File: config.mk
export PLATFORM = sky130hd
export DESIGN_NAME = yarp_decode_stage
export DESIGN_NICKNAME = d
export VERILOG_FILES = /design/src/rtl/yarp_pkg.sv /design/src/rtl/yarp_decode_comb.sv /design/src/rtl/yarp_decode_stage.sv
export SDC_FILE = /design/constraint.sdc
export NUM_CORES = 1
export LEC_CHECK = 0
export ABC_AREA = 1
export BUFFER_PORTS_ARGS = -buffer_cell sky130_fd_sc_hd__buf_2
export CAP_MARGIN = 20
export CORE_MARGIN = 2
export CORE_UTILIZATION = 50
export CTS_CLUSTER_DIAMETER = 30
export DETAILED_ROUTE_END_ITERATION = 8
export PLACE_DENSITY = 0.73
export RECOVER_POWER = 100
export SETUP_SLACK_MARGIN = 0.3
export SLEW_MARGIN = 25
export SYNTH_ARGS = -nofsm -noshare
export SYNTH_HDL_FRONTEND = slang
export SYNTH_SLANG_ARGS = --single-unit
File: constraint.sdc
create_clock -name clk -period 1.9 [get_ports clk]
set_input_delay 0.095 -clock clk [delete_from_list [all_inputs] [get_ports clk]]
set_output_delay 0.095 -clock clk [all_outputs]
set_load 0.01 [all_outputs]
File: src/rtl/yarp_pkg.sv
// Shared types for the yarp decode stage: RV32/RV64 opcode map and the decoded-instruction record.
// YARP_DECODE_ILLEGAL_EN adds an illegal-instruction flag to the record.
package yarp_pkg;

    localparam int XLEN_MAX = 64;

    typedef enum logic [6:0] {
        R_TYPE       = 7'h33,
        I_TYPE_LOAD  = 7'h03,
        I_TYPE_ALU   = 7'h13,
        I_TYPE_JALR  = 7'h67,
        S_TYPE       = 7'h23,
        B_TYPE       = 7'h63,
        U_TYPE_LUI   = 7'h37,
        U_TYPE_AUIPC = 7'h17,
        J_TYPE       = 7'h6F
    } opcode_e;

    // imm and pc are sized for the widest XLEN; narrower stages use the low bits
    typedef struct packed {
        logic [XLEN_MAX-1:0] pc;
        logic [XLEN_MAX-1:0] imm;
        logic [6:0]          op;
        logic [4:0]          rd;
        logic [4:0]          rs1;
        logic [4:0]          rs2;
        logic [2:0]          funct3;
        logic [6:0]          funct7;
        logic                r_type;
        logic                i_type;
        logic                s_type;
        logic                b_type;
        logic                u_type;
        logic                j_type;
`ifdef YARP_DECODE_ILLEGAL_EN
        logic                illegal;
`endif
    } decode_t;

endpackage

File: src/rtl/yarp_decode_comb.sv
// Pure combinational RISC-V field/type/immediate decode of one instruction.
// With YARP_DECODE_ILLEGAL_EN the illegal flag is also computed.
import yarp_pkg::*;

module yarp_decode_comb #(
    parameter int XLEN = 32
) (
    input  logic [31:0]     instr,
    input  logic [XLEN-1:0] pc,
    output decode_t         dec
);

    always_comb begin
        dec = '0;
        dec.pc[XLEN-1:0] = pc;
        dec.op     = instr[6:0];
        dec.rd     = instr[11:7];
        dec.funct3 = instr[14:12];
        dec.rs1    = instr[19:15];
        dec.rs2    = instr[24:20];
        dec.funct7 = instr[31:25];
        // immediates are built at 64 bits; truncation keeps them sign-extended at any XLEN
        case (opcode_e'(instr[6:0]))
            R_TYPE: dec.r_type = 1'b1;
            I_TYPE_LOAD, I_TYPE_ALU, I_TYPE_JALR: begin
                dec.i_type = 1'b1;
                dec.imm    = {{52{instr[31]}}, instr[31:20]};
            end
            S_TYPE: begin
                dec.s_type = 1'b1;
                dec.imm    = {{52{instr[31]}}, instr[31:25], instr[11:7]};
            end
            B_TYPE: begin
                dec.b_type = 1'b1;
                dec.imm    = {{51{instr[31]}}, instr[31], instr[7], instr[30:25], instr[11:8], 1'b0};
            end
            U_TYPE_LUI, U_TYPE_AUIPC: begin
                dec.u_type = 1'b1;
                dec.imm    = {{32{instr[31]}}, instr[31:12], 12'b0};
            end
            J_TYPE: begin
                dec.j_type = 1'b1;
                dec.imm    = {{43{instr[31]}}, instr[31], instr[19:12], instr[20], instr[30:21], 1'b0};
            end
            default: ;
        endcase
`ifdef YARP_DECODE_ILLEGAL_EN
        dec.illegal = !(dec.r_type | dec.i_type | dec.s_type | dec.b_type | dec.u_type | dec.j_type)
                    || (dec.r_type && instr[31:25] != 7'h00 && instr[31:25] != 7'h20)
                    || (instr[6:0] == I_TYPE_JALR && instr[14:12] != 3'b000);
`endif
    end

endmodule

File: src/rtl/yarp_decode_stage.sv
// Registered decode stage with valid/ready handshake and a one-entry skid register.
// Optional YARP_DECODE_ILLEGAL_EN adds the illegal_o output.
import yarp_pkg::*;

module yarp_decode_stage #(
    parameter int              XLEN   = 32,
    parameter logic [XLEN-1:0] PC_RST = '0
) (
    input  logic            clk,
    input  logic            reset_n,
    input  logic            flush_i,
    input  logic            valid_i,
    output logic            ready_o,
    input  logic [31:0]     instr_i,
    input  logic [XLEN-1:0] pc_i,
    output logic            valid_o,
    input  logic            ready_i,
    output logic [XLEN-1:0] pc_o,
    output logic [4:0]      rs1_o,
    output logic [4:0]      rs2_o,
    output logic [4:0]      rd_o,
    output logic [6:0]      op_o,
    output logic [2:0]      funct3_o,
    output logic [6:0]      funct7_o,
    output logic            r_type_instr_o,
    output logic            i_type_instr_o,
    output logic            s_type_instr_o,
    output logic            b_type_instr_o,
    output logic            u_type_instr_o,
    output logic            j_type_instr_o,
`ifdef YARP_DECODE_ILLEGAL_EN
    output logic            illegal_o,
`endif
    output logic [XLEN-1:0] instr_imm_o
);

    decode_t dec;
    decode_t out_q;
    decode_t skid_q;
    logic    out_vld;
    logic    skid_vld;
    logic    accept;
    logic    out_load;

    yarp_decode_comb #(.XLEN(XLEN)) u_comb (
        .instr (instr_i),
        .pc    (pc_i),
        .dec   (dec)
    );

    // ready depends only on registered skid state, never on ready_i
    assign ready_o  = !skid_vld;
    assign accept   = valid_i && ready_o;
    assign out_load = !out_vld || ready_i;

    always_ff @(posedge clk or negedge reset_n) begin
        if (!reset_n) begin
            out_vld  <= 1'b0;
            skid_vld <= 1'b0;
            out_q    <= '0;
            skid_q   <= '0;
        end else if (flush_i) begin
            out_vld  <= 1'b0;
            skid_vld <= 1'b0;
        end else if (out_load) begin
            if (skid_vld) begin
                // skid full blocks new input, so only the skid entry moves
                out_q    <= skid_q;
                out_vld  <= 1'b1;
                skid_vld <= 1'b0;
            end else begin
                out_vld <= accept;
                if (accept) out_q <= dec;
            end
        end else if (accept) begin
            skid_q   <= dec;
            skid_vld <= 1'b1;
        end
    end

    assign valid_o        = out_vld;
    assign pc_o           = out_vld ? out_q.pc[XLEN-1:0] : PC_RST;
    assign rs1_o          = out_q.rs1;
    assign rs2_o          = out_q.rs2;
    assign rd_o           = out_q.rd;
    assign op_o           = out_q.op;
    assign funct3_o       = out_q.funct3;
    assign funct7_o       = out_q.funct7;
    assign r_type_instr_o = out_q.r_type;
    assign i_type_instr_o = out_q.i_type;
    assign s_type_instr_o = out_q.s_type;
    assign b_type_instr_o = out_q.b_type;
    assign u_type_instr_o = out_q.u_type;
    assign j_type_instr_o = out_q.j_type;
    assign instr_imm_o    = out_q.imm[XLEN-1:0];
`ifdef YARP_DECODE_ILLEGAL_EN
    assign illegal_o      = out_q.illegal;
`endif

endmodule

==> results of run 1 <==
[through the flow]
| step | hold WS [ns] | total power, uW | setup slack [ns] | instances | utilization, % |
|---|---|---|---|---|---|
| 3_3_place_gp | 0.0465 | 7300 | 0.368 | 1604 | 54.7 |
| 4_1_cts | 0.0136 | 15500 | 0.317 | 1753 | 66.4 |
| 3_5_place_dp | 0.0502 | 7390 | 0.364 | 1604 | 54.7 |
| 5_1_grt | 0.0284 | 16100 | 0.152 | 1755 | 66.0 |
| 2_1_floorplan | -0.201 | 6860 | 0.488 | 1285 | - |
| 6_report | 0.00259 | 15400 | 0.259 | 1755 | 66.0 |
[worst register-to-register path, cell delays in order (launching register included)]
cell     delay, ns
dfrtp_1       0.39
inv_2         0.04
nor2_1        0.20
nand2_1       0.23
nand2_8       0.15
buf_16        0.27
nor2_1        0.11
nand2_1       0.09
nand2_1       0.06
[cells by family (layout without fill, tap and decap cells)]
kind of cell | count (synthesis) | in the layout | synth area share, %
AO/OA/AOI/OAI | 249 | 249 | 13.2
flip-flops | 206 | 206 | 51.2
AND/OR/NAND/NOR | 563 | 563 | 22.4
buffers and inverters | 267 | 472 | 13.2
[sequential cells by signal, summed over array words and instances, names as in the netlist, 3 cells and up]
register / cells
funct3_o: 3
skid_q: 102
rs2_o: 5
rd_o: 5
op_o: 7
rs1_o: 5
funct7_o: 7
out_q: 32
instr_imm_o: 32
[worst max-delay path by stage]
stage	from	end	slack, ns
global placement	instr_i[4]	skid_q[100]	0.37
CTS	skid_vld	ready_o	0.32
finish	valid_o	instr_imm_o[13]	0.26
detailed placement	instr_i[4]	instr_imm_o[25]	0.36
global route	valid_o	instr_imm_o[7]	0.15
floorplan	valid_o	skid_q[57]	0.49
[layout make-up]
type / count / area (sq um)
clock buffers: 59 / 1260
clock inverters: 22 / 308
fillers: 1621 / 6660
inverters: 126 / 477
multi-input cells: 812 / 3610
flip-flops and latches: 206 / 5150
well taps: 265 / 332
repair buffers: 265 / 1790
[repair_timing]
action	in CTS	in global routing
endpoints found under the hold margin	350	2
endpoints found under the setup margin	33	84
hold buffers	66	1
gates resized for setup	2	12
gates cloned	2	1
[cells in the mapped netlist, types with 7 or more instances]
| master | count |
|---|---|
| clkbuf_1 | 28 |
| buf_4 | 66 |
| o21ai_0 | 210 |
| dfrtp_1 | 206 |
| nor2_1 | 84 |
| nand2_1 | 412 |
| a21oi_1 | 11 |
| nand3_1 | 46 |
| a31oi_2 | 8 |
| buf_2 | 40 |
| inv_1 | 123 |
| a31oi_1 | 11 |
| nand2_2 | 7 |
[power breakdown]
| part | switching, uW | internal [uW] |
|---|---|---|
| Sequential | 414 | 5190 |
| Clock | 2460 | 5470 |
| Combinational | 1090 | 738 |
[metal layers]
metal / GRT usage, % / wire (um)
met4: 8.58 / 707
met3: 4.89 / 1740
met2: 39.3 / 12400
met1: 34.1 / 11700
met5: 0 / 0
==> results.md, run 1 <==
* Outcome: complete, no violations
* Die span in y at roughly 150 um
* Via density at ~5.0
* Min-delay worst type: in2reg
* Delay-heaviest family, CP: simple AND/OR/NAND/NOR gates
* DIE AREA at ~0.021 sq mm
* Routed vias at ~8800
* Wirelength per Cell at approximately 15 um
* Worst clock skew at between 0.02 and 0.03 ns
* Avg Synthesized Cell Area at 7.84 sq um
* Worst Hold Depth at 5
* Worst skew pair latency at between 0.5 and 0.6 ns
* Wirelength, routed at 26600 um
* Critical path class: reg2reg
* Cells after Synth at ~1300
* Crit path depth at 8
* Clock slew at reported path FFs at ~0.050 ns
* Ant diodes at 0
* Max_cap viols at 0
* Core outline area at ~0.020 sq mm
* Maximum root-to-sink buffer count at 3
* Top Ports at roughly 170
* Mapped cell area at slightly above 0.01 sq mm
* Primary FF master, synth: dfrtp_1
* Pleak at 0.00692 uW
* Cell variety after synth at 26
* RR Endpoint: instr_imm_o[13]
* Final nets at about 1500
* Largest net degree at the start of global routing at around 80
* Worst setup SP type: register
* Fmax achieved at roughly 600 MHz
* Grt ovf at 0
* Placer Congestion at between 0.8 and 0.9
* Crit path DAT at a little over 2 ns
* CP max stage cell: dfrtp_1
* Final ANT Viol Nets at 0
* Initial Utilization at between 50% and 60%
* Root Buffer Master: clkbuf_16
* Hold Violations, Final at 0
* CTS buffer count at 45
* Antenna violations before repair at 0
* Die Width at between 100 and 150 um
* Pwr/cell area at approximately 1200 mW/mm^2
* Slew @ Worst Pin at 1.11 ns
* EDFF count, synth at 0
* Final period util at 86.3%
* Hold path startpoint: flush_i
* Via count of the first global-routing pass at 8450
* Placed Area at around 0.011 sq mm
* Drt first pass iters at 6
* Maximum vdd drop at ~0.85 mV
* Post-DP HPWL at about 16000 um
* Sequential share of the synthesized area at between 50 and 60%
* Cell breakdown of the critical path: inv_2 > nor2_1 > nand2_1 > nand2_8 > buf_16 > nor2_1 > nand2_1 > nand2_1
* Area grow syn2layout at 28.4%
* Cell area after layout at between 0.01 and 0.015 sq mm
* Synth Warn # at 0
* Row cnt at 51
* Post-CTS setup buffer count at 0
* CTS tree: built
* Port buffer count at about 170
* Clock sinks at 206
* Largest area contributor in the netlist: dfrtp_1
* Fin crit period at between 1.5 and 2 ns
* First-pass GRT wire length at ~43000 um
* Share of cells above drive strength 1 at a little over an eighth
* Most frequent CP cell: nand2_1
* Seq cells post-synth at about 210
* FF-to-FF setup slack at between 0.2 and 0.3 ns
* Most common cell after layout, fill and taps aside: nand2_1
* RSZ-0062 raised after global routing: yes
* # DRC at 0
* H-tree Lvls at 2
* Hold EP: j_type_instr_o
* Initial DRC count at roughly 660
* Max stage delay on crit path at ~0.4 ns
* GRT Overall Usage at around a quarter
* FF-to-FF Start: valid_o
* CP Max Fanout at 80
* Top post-synthesis cells by area: dfrtp_1 (51%), nand2_1 (15%), o21ai_0 (10%)
* Yosys top cell area share at roughly half
* # setup viols final at 0
* Setup TNS at 0 ns
* Worst Path Buf+Inv at 2
* Worst setup EP type: register
* Crit path required time at about 2.3 ns
* Post-Syn Nets at 1354
* Worst R2R Path Depth at 8
* Ys async rst share at 100%
* Slew headroom at about a quarter
* Pins Over Slew Limit at 0
* Commonest non-fill, non-tap cells in the layout: nand2_1 (410), o21ai_0 (212), dfrtp_1 (206)
Note: power is estimated with default switching activity, not from simulation.
==> run 2, diff against run 1 <==
==> constraint.sdc (replaced) <==
create_clock -name clk -period 1.9 [get_ports clk]
set_input_delay 0.38 -clock clk [delete_from_list [all_inputs] [get_ports clk]]
set_output_delay 0.38 -clock clk [all_outputs]
set_load 0.01 [all_outputs]
==> run 2 against run 1 <==
Flip-flop and latch count did not move. First-iteration DRC count fell by 12%. Critical endpoint is now pc_o[3]. Clock-buffer cell count fell by 8. Sequential power barely moved. Combinational power fell by 2%. Power fell by 1.7%. Cell area fell by 3.9%. Largest cell class unchanged. Clock power fell by 2.8%. Global-route usage fell by 0.70 points. Register-to-register slack got worse by 0.13 ns.
==> results.md, run 2 (synthesis gave the netlist of run 1 again) <==
* Most common cell after layout, fill and taps aside: nand2_1 (unchanged)
* FF-to-FF Start: skid_vld (was valid_o)
* Wirelength, routed at 26800 um (was 26600 um)
* Crit path required time at 1.52 ns (was 2.32 ns)
* CTS buffer count at 42 (was 45)
* Share of cells above drive strength 1 at 15.1% (was 13.3%)
* Worst skew pair latency at 0.51 ns (was 0.54 ns)
* RSZ-0062 raised after global routing: yes (unchanged)
* Worst clock skew at 0.0102 ns (was 0.0260 ns)
* Root Buffer Master: clkbuf_16 (unchanged)
* Critical path class: reg2out (was reg2reg)
* Area grow syn2layout at 23.4% (was 28.4%)
* Maximum root-to-sink buffer count at 3 (unchanged)
* Dpl cells at 1612 (was 1604)
* Clock slew at reported path FFs at 0.05 ns (about the same)
* Slew @ Worst Pin at 1.30 ns (was 1.11 ns)
* Post-DP HPWL at 16200 um (was 15500 um)
* Worst Setup SP: valid_o (unchanged)
* Worst setup EP type: output port (was register)
* Fin crit period at 1.78 ns (was 1.64 ns)
* Largest net degree at the start of global routing at 75 (was 81)
* Drt first pass iters at 6 (unchanged)
* H-tree Lvls at 2 (unchanged)
* Initial DRC count at 577 (was 656)
* Post-place setup slack at 0.202 ns (was 0.364 ns)
* Via count of the first global-routing pass at 8311 (was 8450)
* Pins Over Slew Limit at 0 (unchanged)
* Placer Congestion at 0.836 (was 0.822)
* Top Ports at 173 (unchanged)
* Die Width at 146 um (unchanged)
* Maximum vdd drop at 0.727 mV (was 0.847 mV)
* Initial Utilization at 51.4% (unchanged)
* Max_cap viols at 0 (unchanged)
* Routed vias at 8791 (was 8844)
* Die span in y at 146 um (unchanged)
* Reg area at 0.00516 sq mm (was 0.00515 sq mm)
* Min-delay worst type: in2reg (unchanged)
* Final Non-Filler Cells at 1707 (was 1755)
* Grt ovf at 0 (unchanged)
* Worst setup SP type: register (unchanged)
* Hold Violations, Final at 0 (unchanged)
* Layout Utilization at 63.4% (was 66.0%)
* Crit path DAT at 1.40 ns (was 2.06 ns)
* Largest Register: skid_q (unchanged)
* CTS tree: built (unchanged)
* Port buffer count at 172 (unchanged)
* Row cnt at 51 (unchanged)
* First-pass GRT wire length at 41700 um (was 43100 um)
* Fillers at 1714 (was 1621)
* Setup TNS at 0 ns (unchanged)
* DIE AREA at 0.0213 sq mm (unchanged)
* Final nets at 1480 (was 1525)
* Final ANT Viol Nets at 0 (unchanged)
* Fmax achieved at 561 MHz (was 610 MHz)
* Commonest non-fill, non-tap cells in the layout: nand2_1 (411), o21ai_0 (214), dfrtp_1 (205) (was nand2_1 (410), o21ai_0 (212), dfrtp_1 (206))
* Worst R2R Path Depth at 7 (was 8)
* CP Max Fanout at 16 (was 80)
* Max reg flops at 102 (unchanged)
* Pleak at 0.00674 uW (was 0.00692 uW)
* Wirelength per Cell at 15.7 um (was 15.1 um)
* # setup viols final at 0 (unchanged)
* Core outline area at 0.0196 sq mm (unchanged)
* Outcome: complete, no violations (unchanged)
* PnR worst setup slack at 0.117 ns (was 0.259 ns)
* FF-to-FF setup slack at 0.13 ns (was 0.26 ns)
* Slew headroom at 13.7% (was 26.3%)
* Antenna violations before repair at 3 (was 0)
* # DRC at 0 (unchanged)
* Pwr/cell area at 1220 mW/mm^2 (was 1190 mW/mm^2)
* Clock sinks at 206 (unchanged)
* Final period util at 93.8% (was 86.3%)
* RR Endpoint: rs1_o[1] (was instr_imm_o[13])
* GRT Overall Usage at 24.1% (was 24.8%)
* Via density at 5.15 (was 5.04)
* Multi-input logic area at 0.00365 sq mm (was 0.00361 sq mm)
* Crit path to: pc_o[3] (was instr_imm_o[13])
==> run 2: layout make-up <==
cell class                 instances  share of cell area [%]
clock inverter                    22                    2.66
tap                              265                    2.67
sequential                       206                    41.5
antenna                            2                  0.0403
inverter                         126                    3.86
clock buffer                      51                    9.30
timing repair buffer             221                    10.7
multi-input combinational        814                    29.3
==> run 2: power by group <==
part,switching (uW),internal [uW],leakage [uW]
Combinational,1100,687,0.00339
Sequential,421,5190,0.00263
Clock,2330,5370,0.000720
Total,3860,11200,0.00674
==> run 2: timing repair <==
action | in CTS | in global routing
gates resized for setup | 6 | 17
cloned | 2 | 5
pin swaps | 0 | 2
setup buffers | 3 | 9
hold buffers | 1 | 0
endpoints found under the hold margin | 42 | 0
endpoints found under the setup margin | 36 | 168
==> run 2: how the worst min path moves through the flow <==
| stage | cells after the start | to | startpoint | slack, ns |
|---|---|---|---|---|
| 6_report | 3 | skid_q[127] | pc_i[25] | 0.14 |
| 5_1_grt | 3 | skid_q[110] | pc_i[8] | 0.16 |
| 4_1_cts | 3 | skid_q[127] | pc_i[25] | 0.13 |
| 3_5_place_dp | 1 | out_q[109] | reset_n | 0.36 |
| 3_3_place_gp | 1 | skid_q[109] | reset_n | 0.36 |
| 2_1_floorplan | 0 | b_type_instr_o | reset_n | 0.08 |
==> run 2: metal layers <==
layer,wire [um],GRT usage (%)
met2,12100,37.7
met1,11600,32.9
met5,13,0
met3,2230,5.24
met4,829,9.31
==> run 2: per-stage QoR <==
| step | cell area [sq um] | hold slack, ns | power, uW |
|---|---|---|---|
| final | 12400 | 0.145 | 15100 |
| after global routing | 12400 | 0.161 | 15800 |
| after CTS | 12400 | 0.129 | 15200 |
| after detailed placement | 10800 | 0.355 | 7410 |
| after global placement | 10800 | 0.358 | 7320 |
| after floorplan | 10100 | 0.0844 | 6860 |
==> run 2: worst max-delay path: stages, from the launching register on <==
cell and delay [ns]:
dfrtp_2 0.43, clkbuf_16 0.20, nand2_1 0.05, inv_1 0.06, clkbuf_1 0.15
==> run 3, diff against run 2 <==
--- a/config.mk
+++ b/config.mk
@@ -8,7 +8,7 @@
 export ABC_AREA = 1
 export BUFFER_PORTS_ARGS = -buffer_cell sky130_fd_sc_hd__buf_2
 export CAP_MARGIN = 20
-export CORE_MARGIN = 2
+export CORE_MARGIN = 5
 export CORE_UTILIZATION = 50
 export CTS_CLUSTER_DIAMETER = 30
 export DETAILED_ROUTE_END_ITERATION = 8
==> run 3 against run 2 <==
Maximum frequency about the same. Via count down 3.1%. Power down 2.8%. Critical endpoint is now pc_o[20]. Largest cell class unchanged. Highest routed layer unchanged.
==> results.md, run 3 (synthesis gave the netlist of run 1 again) <==
* Outcome: complete, no violations (unchanged)
* # setup viols final at 0 (unchanged)
* Fin crit period at 1.78 ns (about the same)
* Top Ports at 173 (unchanged)
* CP Max Fanout at 16 (unchanged)
* Root Buffer Master: clkbuf_16 (unchanged)
* Max_cap viols at 0 (unchanged)
* Slew @ Worst Pin at 0.858 ns (was 1.30 ns)
* Worst clock skew at 0.0100 ns (was 0.0102 ns)
* Via density at 5.01 (was 5.15)
* Worst Path Buf+Inv at 3 (unchanged)
* Maximum vdd drop at 0.798 mV (was 0.727 mV)
* Die Width at 152 um (was 146 um)
* Final period util at 93.9% (was 93.8%)
* Cell breakdown of the critical path: clkbuf_16 > nand2_1 > inv_1 > clkbuf_1 (unchanged)
* Row cnt at 52 (was 51)
* Worst skew pair latency at 0.51 ns (about the same)
* CTS tree: built (unchanged)
* Initial Utilization at 50.2% (was 51.4%)
* Grt ovf at 0 (unchanged)
* Wirelength per Cell at 15.2 um (was 15.7 um)
* Cell area after layout at 0.0122 sq mm (was 0.0124 sq mm)
* Crit path required time at 1.52 ns (about the same)
* GRT Overall Usage at 21.5% (was 24.1%)
* Initial DRC count at 719 (was 577)
* Pwr/cell area at 1210 mW/mm^2 (was 1220 mW/mm^2)
* Largest Register: skid_q (unchanged)
* Largest net degree at the start of global routing at 94 (was 75)
* Die span in y at 152 um (was 146 um)
* Worst setup SP type: register (unchanged)
* Clock slew at reported path FFs at 0.05 ns (about the same)
* Placer Congestion at 0.817 (was 0.836)
* Final ANT Viol Nets at 0 (unchanged)
* DIE AREA at 0.0231 sq mm (was 0.0213 sq mm)
* Max reg flops at 102 (unchanged)
* Delay-heaviest family, CP: buffers and inverters (was flip-flops)
* Most common cell after layout, fill and taps aside: nand2_1 (unchanged)
* Clock sinks at 206 (unchanged)
* Crit path DAT at 1.40 ns (about the same)
* Pins Over Slew Limit at 0 (unchanged)
* Pleak at 0.00659 uW (was 0.00674 uW)
* Final nets at 1469 (was 1480)
* Routed vias at 8522 (was 8791)
* Slew headroom at 42.8% (was 13.7%)
* Drt first pass iters at 6 (unchanged)
* Min-delay worst type: in2reg (unchanged)
* Maximum root-to-sink buffer count at 3 (unchanged)
* Wirelength, routed at 25900 um (was 26800 um)
* Post-DP HPWL at 16200 um (about the same)
* Fmax achieved at 561 MHz (about the same)
* Area grow syn2layout at 20.9% (was 23.4%)
* # DRC at 0 (unchanged)
* Via count of the first global-routing pass at 8063 (was 8311)
* Worst setup EP type: output port (unchanged)
* Share of cells above drive strength 1 at 14.0% (was 15.1%)
* Setup TNS at 0 ns (unchanged)
* RSZ-0062 raised after global routing: yes (unchanged)
* H-tree Lvls at 2 (unchanged)
* Critical path class: reg2out (unchanged)
* Hold Violations, Final at 0 (unchanged)
* First-pass GRT wire length at 41400 um (was 41700 um)
* Ant diodes at 0 (was 2)
* Commonest non-fill, non-tap cells in the layout: nand2_1 (412), o21ai_0 (215), dfrtp_1 (205) (was nand2_1 (411), o21ai_0 (214), dfrtp_1 (205))
* CP max stage cell: dfrtp_2 (unchanged)
* Antenna violations before repair at 1 (was 3)
* Max stage delay on crit path at 0.42 ns (was 0.43 ns)
* Port buffer count at 172 (unchanged)
* Placed Area at 0.0108 sq mm (about the same)
* CTS buffer count at 41 (was 42)
* Core outline area at 0.0200 sq mm (was 0.0196 sq mm)
[run 3: cell count changes in the layout (fill, tap and decap cells not counted), moves of 3 or more]
| cell | change |
|---|---|
| buf_4 | -4 |
| clkbuf_8 | +4 |
| clkbuf_16 | -3 |
| clkbuf_1 | +7 |
[run 3: metal layers]
metal,global-route usage (%),vias up,share of wire [%]
met5,0,-,0.027
met4,6.21,2,1.9
met3,5.26,40,7.4
met2,34.2,277,47
met1,29.5,3992,43
li1,-,4211,-
[run 3: layout make-up]
class	instances	area (sq um)
clock inverters	17	250
inverters	126	478
well taps	270	338
repair inverters	1	3.75
clock buffers	57	1180
repair buffers	211	1150
flip-flops and latches	206	5160
fillers	1800	7860
multi-input cells	813	3630
[run 3: worst register-to-register path: cells and delay by family, from the launching register on]
| kind | cells | cell delay [ns] |
|---|---|---|
| DFF | 1 | 0.42 |
| buffers and inverters | 4 | 0.89 |
| and+or+nand+nor | 1 | 0.17 |
| AOI/OAI and AO/OA | 1 | 0.14 |
[run 3: timing repair]
action / in CTS / in global routing
gates cloned: 2 / 3
endpoints found under the setup margin: 39 / 41
hold buffers: 1 / 0
setup buffers: 6 / 1
resized for setup: 10 / 2
hold endpoints to repair: 53 / 0
[run 3: metrics by stage]
stage | total power, uW | util (%) | instances | setup WS (ns) | hold slack (ns)
floorplan | 6860 | - | 1285 | 0.488 | 0.0844
global placement | 7340 | 54.0 | 1614 | 0.142 | 0.362
detailed placement | 7420 | 54.0 | 1614 | 0.134 | 0.365
CTS | 14900 | 61.7 | 1697 | 0.101 | 0.136
global route | 15400 | 60.8 | 1701 | 0.0400 | 0.153
finish | 14700 | 60.8 | 1701 | 0.116 | 0.150
[run 3: worst paths after layout]
path                                 start         endpoint  slack [ns]  depth (start not counted)
setup / recovery                   valid_o         pc_o[20]        0.12                          4
min in group asynchronous          reset_n      skid_q[110]        0.57                          2
hold / removal                     pc_i[3]      skid_q[105]        0.15                          3
hold reg to reg            instr_imm_o[16]  instr_imm_o[16]        0.47                          2
max in group asynchronous          reset_n       out_q[124]        0.29                          3
setup reg to reg                  skid_vld       skid_q[63]        0.16                          6
[run 3: where the power goes]
| group | internal [uW] | switching [uW] |
|---|---|---|
| sequential | 5190 | 417 |
| combinational | 656 | 1080 |
| clock | 5100 | 2240 |
